$ cat config.mk
export PLATFORM = sky130hd
export DESIGN_NAME = maxpool2x2_stream
export DESIGN_NICKNAME = d
export VERILOG_FILES = /design/src/rtl/maxpool2x2_stream.sv
export SDC_FILE = /design/constraint.sdc
export NUM_CORES = 1
export LEC_CHECK = 0
export ABC_AREA = 1
export CAP_MARGIN = 20
export CORE_ASPECT_RATIO = 0.8
export CORE_UTILIZATION = 50
export CTS_CLUSTER_SIZE = 30
export DETAILED_ROUTE_END_ITERATION = 8
export GPL_TIMING_DRIVEN = 0
export PLACE_DENSITY_LB_ADDON = 0.25
export SETUP_SLACK_MARGIN = 0.02
export SLEW_MARGIN = 20
export SYNTH_ARGS = -nofsm -noshare
export SYNTH_HDL_FRONTEND = slang
export SYNTH_SLANG_ARGS = --single-unit
$ cat constraint.sdc
create_clock -name clk -period 3.1 [get_ports clk]
set_input_delay 0.62 -clock clk [delete_from_list [all_inputs] [get_ports clk]]
set_output_delay 0.62 -clock clk [all_outputs]
set_load 0.005 [all_outputs]
$ cat src/rtl/maxpool2x2_stream.sv
// Streaming 2x2 / stride-2 signed max-pool over channel-major raster pixels.
// Row-pair partial maxima live in a half-width line buffer; one pooled pixel per window.
module maxpool2x2_stream #(
    parameter int DATA_WIDTH = 8,
    parameter int CHANNELS   = 32,
    parameter int HEIGHT     = 28,
    parameter int WIDTH      = 28
) (
    input  logic                         clk,
    input  logic                         rst,
    input  logic                         in_valid,
    output logic                         in_ready,
    input  logic signed [DATA_WIDTH-1:0] in_data,
    output logic                         out_valid,
    input  logic                         out_ready,
    output logic signed [DATA_WIDTH-1:0] out_data,
    output logic                         out_last
);

    localparam int HALF_W   = WIDTH / 2;
    localparam int COL_W    = (WIDTH > 1) ? $clog2(WIDTH) : 1;
    localparam int ROW_W    = (HEIGHT > 1) ? $clog2(HEIGHT) : 1;
    localparam int CH_W     = (CHANNELS > 1) ? $clog2(CHANNELS) : 1;
    localparam int LB_IDX_W = (HALF_W > 1) ? $clog2(HALF_W) : 1;

    if ((HEIGHT % 2) != 0) begin : g_height_odd
        $error("maxpool2x2_stream: HEIGHT must be even");
    end
    if ((WIDTH % 2) != 0) begin : g_width_odd
        $error("maxpool2x2_stream: WIDTH must be even");
    end

    function automatic logic signed [DATA_WIDTH-1:0] smax(
        input logic signed [DATA_WIDTH-1:0] a,
        input logic signed [DATA_WIDTH-1:0] b
    );
        return (a > b) ? a : b;
    endfunction

    logic [COL_W-1:0]             col_r;
    logic [ROW_W-1:0]             row_r;
    logic [CH_W-1:0]              ch_r;
    logic signed [DATA_WIDTH-1:0] h_r;
    logic signed [DATA_WIDTH-1:0] lb_r [HALF_W];
    logic signed [DATA_WIDTH-1:0] out_data_r;
    logic                         out_valid_r;
    logic                         out_last_r;

    logic                         accept_s;
    logic                         load_s;
    logic                         col_last_s;
    logic                         row_last_s;
    logic                         ch_last_s;
    logic [LB_IDX_W-1:0]          lb_idx_s;
    logic signed [DATA_WIDTH-1:0] pair_max_s;
    logic signed [DATA_WIDTH-1:0] win_max_s;

    // A held output blocks new input until downstream takes it.
    assign in_ready  = !out_valid_r || out_ready;
    assign out_valid = out_valid_r;
    assign out_data  = out_data_r;
    assign out_last  = out_last_r;

    // Handshake, position decode and window maxima.
    always_comb begin
        accept_s   = in_valid && in_ready;
        col_last_s = (col_r == COL_W'(WIDTH - 1));
        row_last_s = (row_r == ROW_W'(HEIGHT - 1));
        ch_last_s  = (ch_r == CH_W'(CHANNELS - 1));
        lb_idx_s   = LB_IDX_W'(col_r >> 1);
        pair_max_s = smax(h_r, in_data);
        win_max_s  = smax(lb_r[lb_idx_s], pair_max_s);
        load_s     = accept_s && row_r[0] && col_r[0];
    end

    // Raster position counters: col, then row, then channel.
    always_ff @(posedge clk) begin
        if (rst) begin
            col_r <= {COL_W{1'b0}};
            row_r <= {ROW_W{1'b0}};
            ch_r  <= {CH_W{1'b0}};
        end else if (accept_s) begin
            if (col_last_s) begin
                col_r <= {COL_W{1'b0}};
                if (row_last_s) begin
                    row_r <= {ROW_W{1'b0}};
                    if (ch_last_s) begin
                        ch_r <= {CH_W{1'b0}};
                    end else begin
                        ch_r <= ch_r + CH_W'(1);
                    end
                end else begin
                    row_r <= row_r + ROW_W'(1);
                end
            end else begin
                col_r <= col_r + COL_W'(1);
            end
        end else begin
            col_r <= col_r;
        end
    end

    // Left pixel of each horizontal pair waits in h until its partner arrives.
    always_ff @(posedge clk) begin
        if (rst) begin
            h_r <= {DATA_WIDTH{1'b0}};
        end else if (accept_s && !col_r[0]) begin
            h_r <= in_data;
        end else begin
            h_r <= h_r;
        end
    end

    // Even rows overwrite every line-buffer slot, so no reset is needed here.
    always_ff @(posedge clk) begin
        if (!rst && accept_s && !row_r[0] && col_r[0]) begin
            lb_r[lb_idx_s] <= pair_max_s;
        end
    end

    // Output register: load on window close, otherwise clear once consumed.
    always_ff @(posedge clk) begin
        if (rst) begin
            out_valid_r <= 1'b0;
            out_data_r  <= {DATA_WIDTH{1'b0}};
            out_last_r  <= 1'b0;
        end else if (load_s) begin
            out_valid_r <= 1'b1;
            out_data_r  <= win_max_s;
            out_last_r  <= row_last_s && col_last_s && ch_last_s;
        end else if (out_ready) begin
            out_valid_r <= 1'b0;
        end else begin
            out_valid_r <= out_valid_r;
        end
    end

endmodule

==> results.yml, run 1 <==
outcome:
  status: "finished, violations left"
  violations: "setup timing"
place:
  dpl_cell_area_um2: 7295
  gp_congestion: 0.9609
  dp_hpwl_um: 11560
  io_buffers: 22
floorplanning:
  die_height_um: 106.3
  ios: 23
  start_util: 0.5206
  rows: 37
  dieArea_um2: 14070
  die_w_um: 132.4
  core-area_um2: 13060
critical_path:
  crit_type: "register to register"
  cp_max_fo: 8
  crit_path_start_kind: "register"
  reg2reg_depth: 25
  critPathArrivalTime_ns: 3.46
  worstReg2RegStart: "h_r[7]"
  r2r_slack_ns: -0.08
  setup.worst_path.end_class: "register"
  slowest_delay_ns: 0.35
  cp_slowest_cell: "dfxtp_4"
  critPathRequiredTime_ns: 3.38
  crit_top_cell: "nand2_4"
  r2r-end: "out_data[4]"
global_route:
  grt_max_degree: 17
  grt_pass1_vias: 5034
  grt_pass1_wl_um: 26710
  track_usage: 0.2590
  gr-total-overflow: 0
  antenna_found_initial: 0
yosys:
  async_reset_ff_frac: 0
  ys_seq_area_frac: 0.6038
  ys_ff_latch: 149
  synth_cell_type_count: 39
  synth_edf_count: 112
  synth.largest_area_cell: "edfxtp_1"
  synth_warnings: 0
  synth_most_common_cell: "nand2_1"
  synth_ff_type: "edfxtp_1"
  synth_area_um2: 6797
  synth_cells: 691
  syn_nets: 723
  syn_area_per_cell_um2: 9.836
  synth_common_cells: "164 x nand2_1, 112 x edfxtp_1, 95 x nor2_1, 61 x nand3_1, 49 x inv_1"
  synth_top_area_frac: 0.4948
  synth_area_leaders: "edfxtp_1 49%, dfxtp_1 11%, nand2_1 9.1%, nor2_1 5.2%, nand3_1 4.5%"
sta:
  relSlewSlack: 0.4583
  min_period_ns: 3.182
  finalHoldViolations: 0
  period_share: 1.026
  fmax_ghz: 0.3143
  drv_slew: 0
  setup_viol: 8
  tightest_slew_ns: 0.8095
  grt_setup_unrepaired: "true"
  layout_setup_ws_ns: -0.08187
  clock_skew_ns: 0.01175
routing:
  drc: 0
  drt_iter0_drc: 792
  vias: 5413
  wl_per_cell_um: 19.16
  ant_nets: 0
  wl_um: 18100
  routed_via_density: 5.728
  drtPass1Iterations: 6
cts:
  clockBufferDepth: 2
  clk_pin_slew_ns: 0.06
  clock_latency_ns: 0.43
  cts_hold_buf: 0
  cts_sinks: 149
  cts_tree: "built"
  cts_root_buffer: "clkbuf_16"
  cts_buffers: 17
  cts.htree.levels: 4
cells_and_area:
  finalNetCount: 789
  synthToLayoutAreaGrowth_pct: 22.61
  drive_gt1_frac: 0.2130
  fin_util: 0.6383
  fillers: 1022
  final_cell_area_um2: 8333
  n_antenna_cell: 0
worst_hold_path:
  whs_path_depth: 2
  hold_class: "register to register"
  worstHoldStart: "out_last"
  holdPathEnd: "out_last"
pwr:
  power_frac_comb: 0.138
  netSwitchingFraction: 0.2532
  clkPwrFrac: 0.404
  p_per_area_nw_per_um2: 579.6
  p_seq_frac: 0.458
  p_leak_uw: 0.003195
  internal_power_uw: 3607
  vdd_ir_drop_max_mv: 0.4206
  p_sw_uw: 1223
run:
  drv_cap: 0
-- routing by layer --
metal | vias up | part of all wire | wire length [um] | track usage
met3 | 52 | 0.11 | 2009 | 0.06724
met5 | - | 0 | 0 | 0
met4 | 0 | 0.026 | 466 | 0.1067
li1 | 2492 | - | - | -
met1 | 2578 | 0.42 | 7683 | 0.3679
met2 | 291 | 0.44 | 7944 | 0.3774
-- metrics by stage --
step | TNS (ns) | hold slack, ns | instances | total power, uW | worst slack [ns]
5_1_grt | -1.072 | 0.4733 | 945 | 4970 | -0.1908
3_5_place_dp | -18.86 | 0.4500 | 888 | 2724 | -1.284
2_1_floorplan | 0 | 0.4396 | 691 | 2563 | 0.02263
6_report | -0.2550 | 0.4496 | 945 | 4830 | -0.08187
3_3_place_gp | -13.37 | 0.4397 | 888 | 2708 | -1.181
4_1_cts | 0 | 0.4556 | 933 | 4700 | 0.02103
-- flip-flops by register name, summed over array words and instances, names as in the netlist, named ones only --
| register | count |
|---|---|
| row_r | 5 |
| out_valid | 1 |
| lb_r | 112 |
| col_r | 5 |
| out_data | 8 |
| out_last | 1 |
| ch_r | 5 |
| h_r | 8 |
-- kinds of logic after synthesis --
| family | synth area share |
|---|---|
| simple gates | 0.2305 |
| flops | 0.6038 |
| compound gates | 0.06572 |
| buf+inv | 0.05928 |
| fa+ha+maj | 0.03682 |
| xor+xnor | 0.003867 |
-- critical path, delay by kind of cell, from the launching register on --
kind / cells / cell delay (ns)
buffers and inverters: 3 / 0.25
DFF: 1 / 0.35
AOI/OAI and AO/OA: 1 / 0.06
adders and majority gates: 2 / 0.57
and+or+nand+nor: 19 / 1.78
-- power groups by stage --
stage / sequential (uW) / clock (uW) / combinational, uW
after global placement: 2250 / 0 / 454
final: 2210 / 1950 / 668
after detailed placement: 2250 / 0 / 470
after CTS: 2210 / 1950 / 541
after floorplan: 2250 / 0 / 313
after global routing: 2210 / 2050 / 712
-- area by class of cell --
cell class | instances | area (um2) | area share
Timing Repair Buffer | 46 | 392.9 | 0.04715
Multi-Input combinational cell | 463 | 2645 | 0.3174
Buffer | 23 | 187.7 | 0.02252
Tap cell | 175 | 219.0 | 0.02628
Sequential cell | 149 | 4113 | 0.4935
Clock inverter | 12 | 112.6 | 0.01351
Inverter | 57 | 226.5 | 0.02718
Clock buffer | 20 | 436.7 | 0.05240
-- how the worst max path moves through the flow --
| stage | start | to | slack [ns] | cells after the start |
|---|---|---|---|---|
| floorplan | in_data[7] | out_data[6] | 0.02 | 21 |
| global placement | in_data[7] | out_data[3] | -1.18 | 22 |
| detailed placement | in_data[7] | out_data[5] | -1.28 | 23 |
| CTS | in_data[1] | out_data[5] | 0.02 | 28 |
| global route | h_r[7] | out_data[4] | -0.19 | 25 |
| finish | h_r[7] | out_data[4] | -0.08 | 25 |
-- placed cells by master, fill, tap and decap left out, types with 3 or more instances in the layout --
| cell type | instances |
|---|---|
| nand2_1 | 138 |
| edfxtp_1 | 112 |
| nor2_1 | 93 |
| nand3_1 | 61 |
| inv_1 | 41 |
| dfxtp_1 | 32 |
| buf_4 | 31 |
| a21oi_1 | 28 |
| o21ai_1 | 21 |
| nand2_4 | 20 |
| clkbuf_16 | 17 |
| clkdlybuf4s50_1 | 14 |
| buf_6 | 13 |
| o21ai_0 | 13 |
| inv_2 | 11 |
| nand4_1 | 11 |
| ha_1 | 11 |
| nand2_2 | 10 |
| ha_4 | 9 |
| a21oi_2 | 8 |
| o211ai_1 | 8 |
| buf_2 | 6 |
| clkbuf_1 | 6 |
| clkinv_1 | 6 |
| nor3_2 | 6 |
| nor2_4 | 4 |
| dfxtp_2 | 4 |
| nor2_2 | 3 |
| inv_4 | 3 |
| nor3_1 | 3 |
-- repair_timing --
action / CTS / global route
pin swaps: 15 / 32
gates resized for setup: 39 / 77
gates cloned: 2 / 0
buffers inserted: 11 / 12
setup endpoints to repair: 8 / 8
(Power assumes the default switching activity.)
==> run 2, diff against run 1 <==
- SLEW_MARGIN: 20 -> 15
- clock period: 3.1 -> 2.7 ns (I/O delays scaled with it)
==> run 2 against run 1 <==
  * Critical endpoint is now out_data[6]
  * Worst hold slack lost 0.0025 ns
  * Utilization rose by 0.12 points
  * Critical path type unchanged
  * Design area up 0.20%
  * The flow still finishes with violations (setup timing)
  * Via count fell by 1.4%
==> results.yml, run 2 (same netlist as run 1, synthesis figures left out) <==
floorplanning:
  dieArea_um2: 14070
  die_height_um: 106.3
  die_w_um: 132.4
  core-area_um2: 13060
  ios: 23
  start_util: 0.5206
  rows: 37
routing:
  drc: 0
  ant_nets: 0
  wl_um: 17540
  wl_per_cell_um: 18.56
  drtPass1Iterations: 7
  vias: 5337
  drt_iter0_drc: 721
  routed_via_density: 5.648
sta:
  layout_setup_ws_ns: -0.3118
  setup_viol: 8
  clock_skew_ns: 0.009996
  drv_slew: 0
  finalHoldViolations: 0
  whs_ns: 0.4470
  fmax_ghz: 0.3320
  relSlewSlack: 0.4638
  timing.setup.tns_ns: -2.328
  grt_setup_unrepaired: "true"
  min_period_ns: 3.012
  period_share: 1.115
  tightest_slew_ns: 0.8013
global_route:
  track_usage: 0.2609
  antenna_found_initial: 0
  grt_pass1_wl_um: 27200
  grt_pass1_vias: 4994
  gr-total-overflow: 0
  grt_max_degree: 17
pwr:
  p_per_area_nw_per_um2: 635.6
  vdd_ir_drop_max_mv: 0.6501
  p_leak_uw: 0.003182
cells_and_area:
  final_cell_mix: "141 x nand2_1, 112 x edfxtp_1, 90 x nor2_1, 60 x nand3_1, 37 x inv_1"
  fin_util: 0.6395
  largest_reg_flops: 112
  regMostFlops: "lb_r"
  synthToLayoutAreaGrowth_pct: 22.85
  final_cell_area_um2: 8349
  fillers: 1018
  final_common_cell: "nand2_1"
  finalNetCount: 791
  n_antenna_cell: 0
  drive_gt1_frac: 0.2143
critical_path:
  setup.worst_path.end_class: "register"
  crit_type: "register to register"
  cp_max_fo: 8
  critPathArrivalTime_ns: 3.29
  critPathRequiredTime_ns: 2.98
  crit_path_start_kind: "register"
cts:
  cts_buffers: 17
  cts_hold_buf: 0
  cts_tree: "built"
  cts_root_buffer: "clkbuf_16"
  cts.htree.levels: 4
  clockBufferDepth: 2
  clk_pin_slew_ns: 0.06
  cts_sinks: 149
  clock_latency_ns: 0.42
outcome:
  violations: "setup timing"
  status: "finished, violations left"
place:
  gp_congestion: 0.9358
  dpl_cell_area_um2: 7537
  io_buffers: 22
  dp_hpwl_um: 11480
  pre_cts_ws_ns: -1.323
run:
  drv_cap: 0
worst_hold_path:
  hold_class: "input pin to register"
run 2: cell count changes in the layout (fill, tap and decap cells not counted), sizes merged:
cell | before | now
buf | 51 | 54
bufinv | 2 | 0
clkbuf | 24 | 25
clkinvlp | 2 | 1
nand2 | 168 | 167
run 2: area by class of cell:
| cell class | count | area [um2] | share of cell area |
|---|---|---|---|
| sequential | 149 | 4118 | 0.4932 |
| buffer | 23 | 187.7 | 0.02248 |
| timing repair buffer | 49 | 387.9 | 0.04646 |
| inverter | 57 | 244.0 | 0.02922 |
| clock inverter | 9 | 40.04 | 0.004795 |
| tap | 175 | 219.0 | 0.02623 |
| multi-input combinational | 462 | 2713 | 0.3249 |
| clock buffer | 21 | 440.4 | 0.05275 |
run 2: report_power, final:
group	internal [uW]	total, uW	switching [uW]
combinational	277	765	488
sequential	2530	2540	14.2
clock	1140	2000	863
run 2: stage by stage:
stage	total power [uW]	instances
after global routing	5460	945
after detailed placement	3193	888
after CTS	5238	936
final	5307	945
after global placement	3175	888
after floorplan	3006	691
run 2: worst paths after layout:
kind	slack, ns	startpoint	depth (start not counted)	endpoint
worst min-delay path	0.45	in_data[1]	3	h_r[1]
worst min register to register	0.47	out_data[4]	2	out_data[4]
worst max register to register	-0.31	h_r[7]	25	out_data[6]
worst max-delay path	-0.31	h_r[7]	25	out_data[6]
run 2: critical path, cell delays in order, from the launching register on:
cell	delay, ns
dfxtp_2	0.33
ha_4	0.29
nand2_4	0.06
nor2_4	0.17
nand2_2	0.11
nand2_2	0.09
nand2_4	0.09
nand3_4	0.24
nand2_4	0.11
nand2_8	0.09
inv_4	0.04
ha_4	0.26
nand2_1	0.04
nand2_1	0.05
nand2_1	0.05
nand2_1	0.06
nand2_1	0.05
nand2_1	0.05
nand2_1	0.06
nand2_1	0.07
nand2_2	0.09
buf_6	0.16
nor2_4	0.11
nor2_1	0.06
nand2_1	0.09
a21oi_2	0.05
run 2: per-layer routing:
metal,vias up,global-route usage,share of wire
li1,2485,-,-
met2,266,0.3868,0.44
met5,-,0,0
met4,0,0.08374,0.016
met3,37,0.04578,0.093
met1,2549,0.3886,0.45
run 2: what timing repair did:
action	CTS	global route
endpoints found under the setup margin	16	8
pin swaps	28	9
buffers inserted	17	7
gates resized for setup	59	16
gates cloned	1	0
==> run 3, diff against run 2 <==
- SKIP_CTS_REPAIR_TIMING: not set -> 1
- SLEW_MARGIN: 15 -> not set
==> run 3 against run 2 <==
  * The run still ends with setup timing left
  * Critical path depth down 2
  * Flip-flop and latch count did not move
  * Sequential power hardly changed
  * Die area is the same
  * Critical endpoint unchanged
  * Clock skew increased by 0.0014 ns
  * Clock power is essentially flat
  * Critical path type unchanged
  * Highest routed layer unchanged
  * Worst setup slack got worse by 0.033 ns
  * First-iteration DRC count shrank 8.7%
==> results.yml, run 3 (same netlist as run 1, synthesis figures left out) <==
cells_and_area:
  fin_cells: 948
  final_common_cell: "nand2_1"
  final_cell_area_um2: 8404
  finalNetCount: 794
  regMostFlops: "lb_r"
  final_cell_mix: "139 x nand2_1, 112 x edfxtp_1, 90 x nor2_1, 61 x nand3_1, 37 x inv_1"
  largest_reg_flops: 112
  drive_gt1_frac: 0.2186
  n_antenna_cell: 0
  synthToLayoutAreaGrowth_pct: 23.66
place:
  gp_congestion: 0.9358
  dpl_cell_area_um2: 7537
  dp_hpwl_um: 11480
  io_buffers: 22
  placed_cells: 888
outcome:
  violations: "setup timing"
  status: "finished, violations left"
cts:
  cts_tree: "built"
  cts_root_buffer: "clkbuf_16"
  clockBufferDepth: 2
  cts_sinks: 149
  cts.htree.levels: 4
  clk_pin_slew_ns: 0.06
  clock_latency_ns: 0.41
  cts_buffers: 17
routing:
  drtPass1Iterations: 6
  drc: 0
  vias: 5304
  routed_via_density: 5.595
  wl_per_cell_um: 18.41
  ant_nets: 0
  wl_um: 17450
  drt_iter0_drc: 658
floorplanning:
  rows: 37
  dieArea_um2: 14070
  die_height_um: 106.3
  die_w_um: 132.4
  ios: 23
  core-area_um2: 13060
  start_util: 0.5206
global_route:
  grt_max_degree: 17
  grt_pass1_wl_um: 26150
  antenna_found_initial: 0
  track_usage: 0.2506
  gr-total-overflow: 0
  grt_pass1_vias: 4829
critical_path:
  setup.worst_path.end_class: "register"
  critPathRequiredTime_ns: 2.97
  critPathArrivalTime_ns: 3.32
  crit_path_start_kind: "register"
  crit_type: "register to register"
  cp_max_fo: 5
sta:
  clock_skew_ns: 0.01137
  finalHoldViolations: 0
  min_period_ns: 3.045
  setup_viol: 8
  layout_setup_ws_ns: -0.3449
  whs_ns: 0.4585
  drv_slew: 0
  period_share: 1.128
  relSlewSlack: 0.4665
  fmax_ghz: 0.3284
  grt_setup_unrepaired: "true"
  tightest_slew_ns: 0.7973
pwr:
  p_leak_uw: 0.003221
  vdd_ir_drop_max_mv: 0.6199
  p_per_area_nw_per_um2: 633.6
run:
  drv_cap: 0
worst_hold_path:
  hold_class: "input pin to register"
## run 3: worst paths after layout
kind	startpoint	end	slack, ns	cells past startpoint
setup / recovery	h_r[7]	out_data[6]	-0.34	23
hold / removal	in_data[1]	h_r[1]	0.46	3
setup reg to reg	h_r[7]	out_data[6]	-0.34	23
hold reg to reg	out_data[4]	out_data[4]	0.46	2
## run 3: cell type report
cell class	count	area, um2
Fill cell	1002	4651
Inverter	57	246.5
Buffer	23	191.4
Timing Repair Buffer	50	411.6
Clock buffer	21	440.4
Multi-Input combinational cell	464	2738
Clock inverter	9	40.04
Sequential cell	149	4118
Tap cell	175	219.0
## run 3: power by group
part	internal, uW	switching [uW]
clock network	1140	852
logic	299	495
registers	2530	15.0
## run 3: metal layers
metal | GRT usage | share of wire | vias up
li1 | - | - | 2499
met1 | 0.3699 | 0.44 | 2506
met2 | 0.3759 | 0.45 | 274
met3 | 0.05103 | 0.096 | 25
met4 | 0.06814 | 0.012 | 0
met5 | 0 | 0 | -
## run 3: worst max-delay path, cell delays in order (launching register included)
cell	delay, ns
dfxtp_4	0.35
ha_4	0.23
a21o_1	0.19
nor2_4	0.19
nand2_4	0.09
nand2_4	0.10
nand4_1	0.26
nand2_8	0.18
inv_4	0.04
ha_4	0.27
nand2_4	0.05
inv_2	0.04
nand2_1	0.03
nand2_1	0.06
nand2_1	0.05
nand2_1	0.06
nand2_1	0.07
nand2_2	0.08
nand2_4	0.08
buf_8	0.15
nor2_4	0.11
nor2_1	0.05
nand2_1	0.09
a21oi_2	0.06
## run 3: per-stage QoR
| step | total power, uW | utilization | TNS, ns | setup WS (ns) |
|---|---|---|---|---|
| 2_1_floorplan | 3006 | - | -1.241 | -0.2068 |
| 3_3_place_gp | 3175 | 0.5773 | -32.26 | -1.274 |
| 3_5_place_dp | 3193 | 0.5773 | -39.00 | -1.323 |
| 4_1_cts | 5150 | 0.6141 | -6.960 | -0.9529 |
| 5_1_grt | 5491 | 0.6438 | -3.511 | -0.4600 |
| 6_report | 5325 | 0.6438 | -2.473 | -0.3449 |
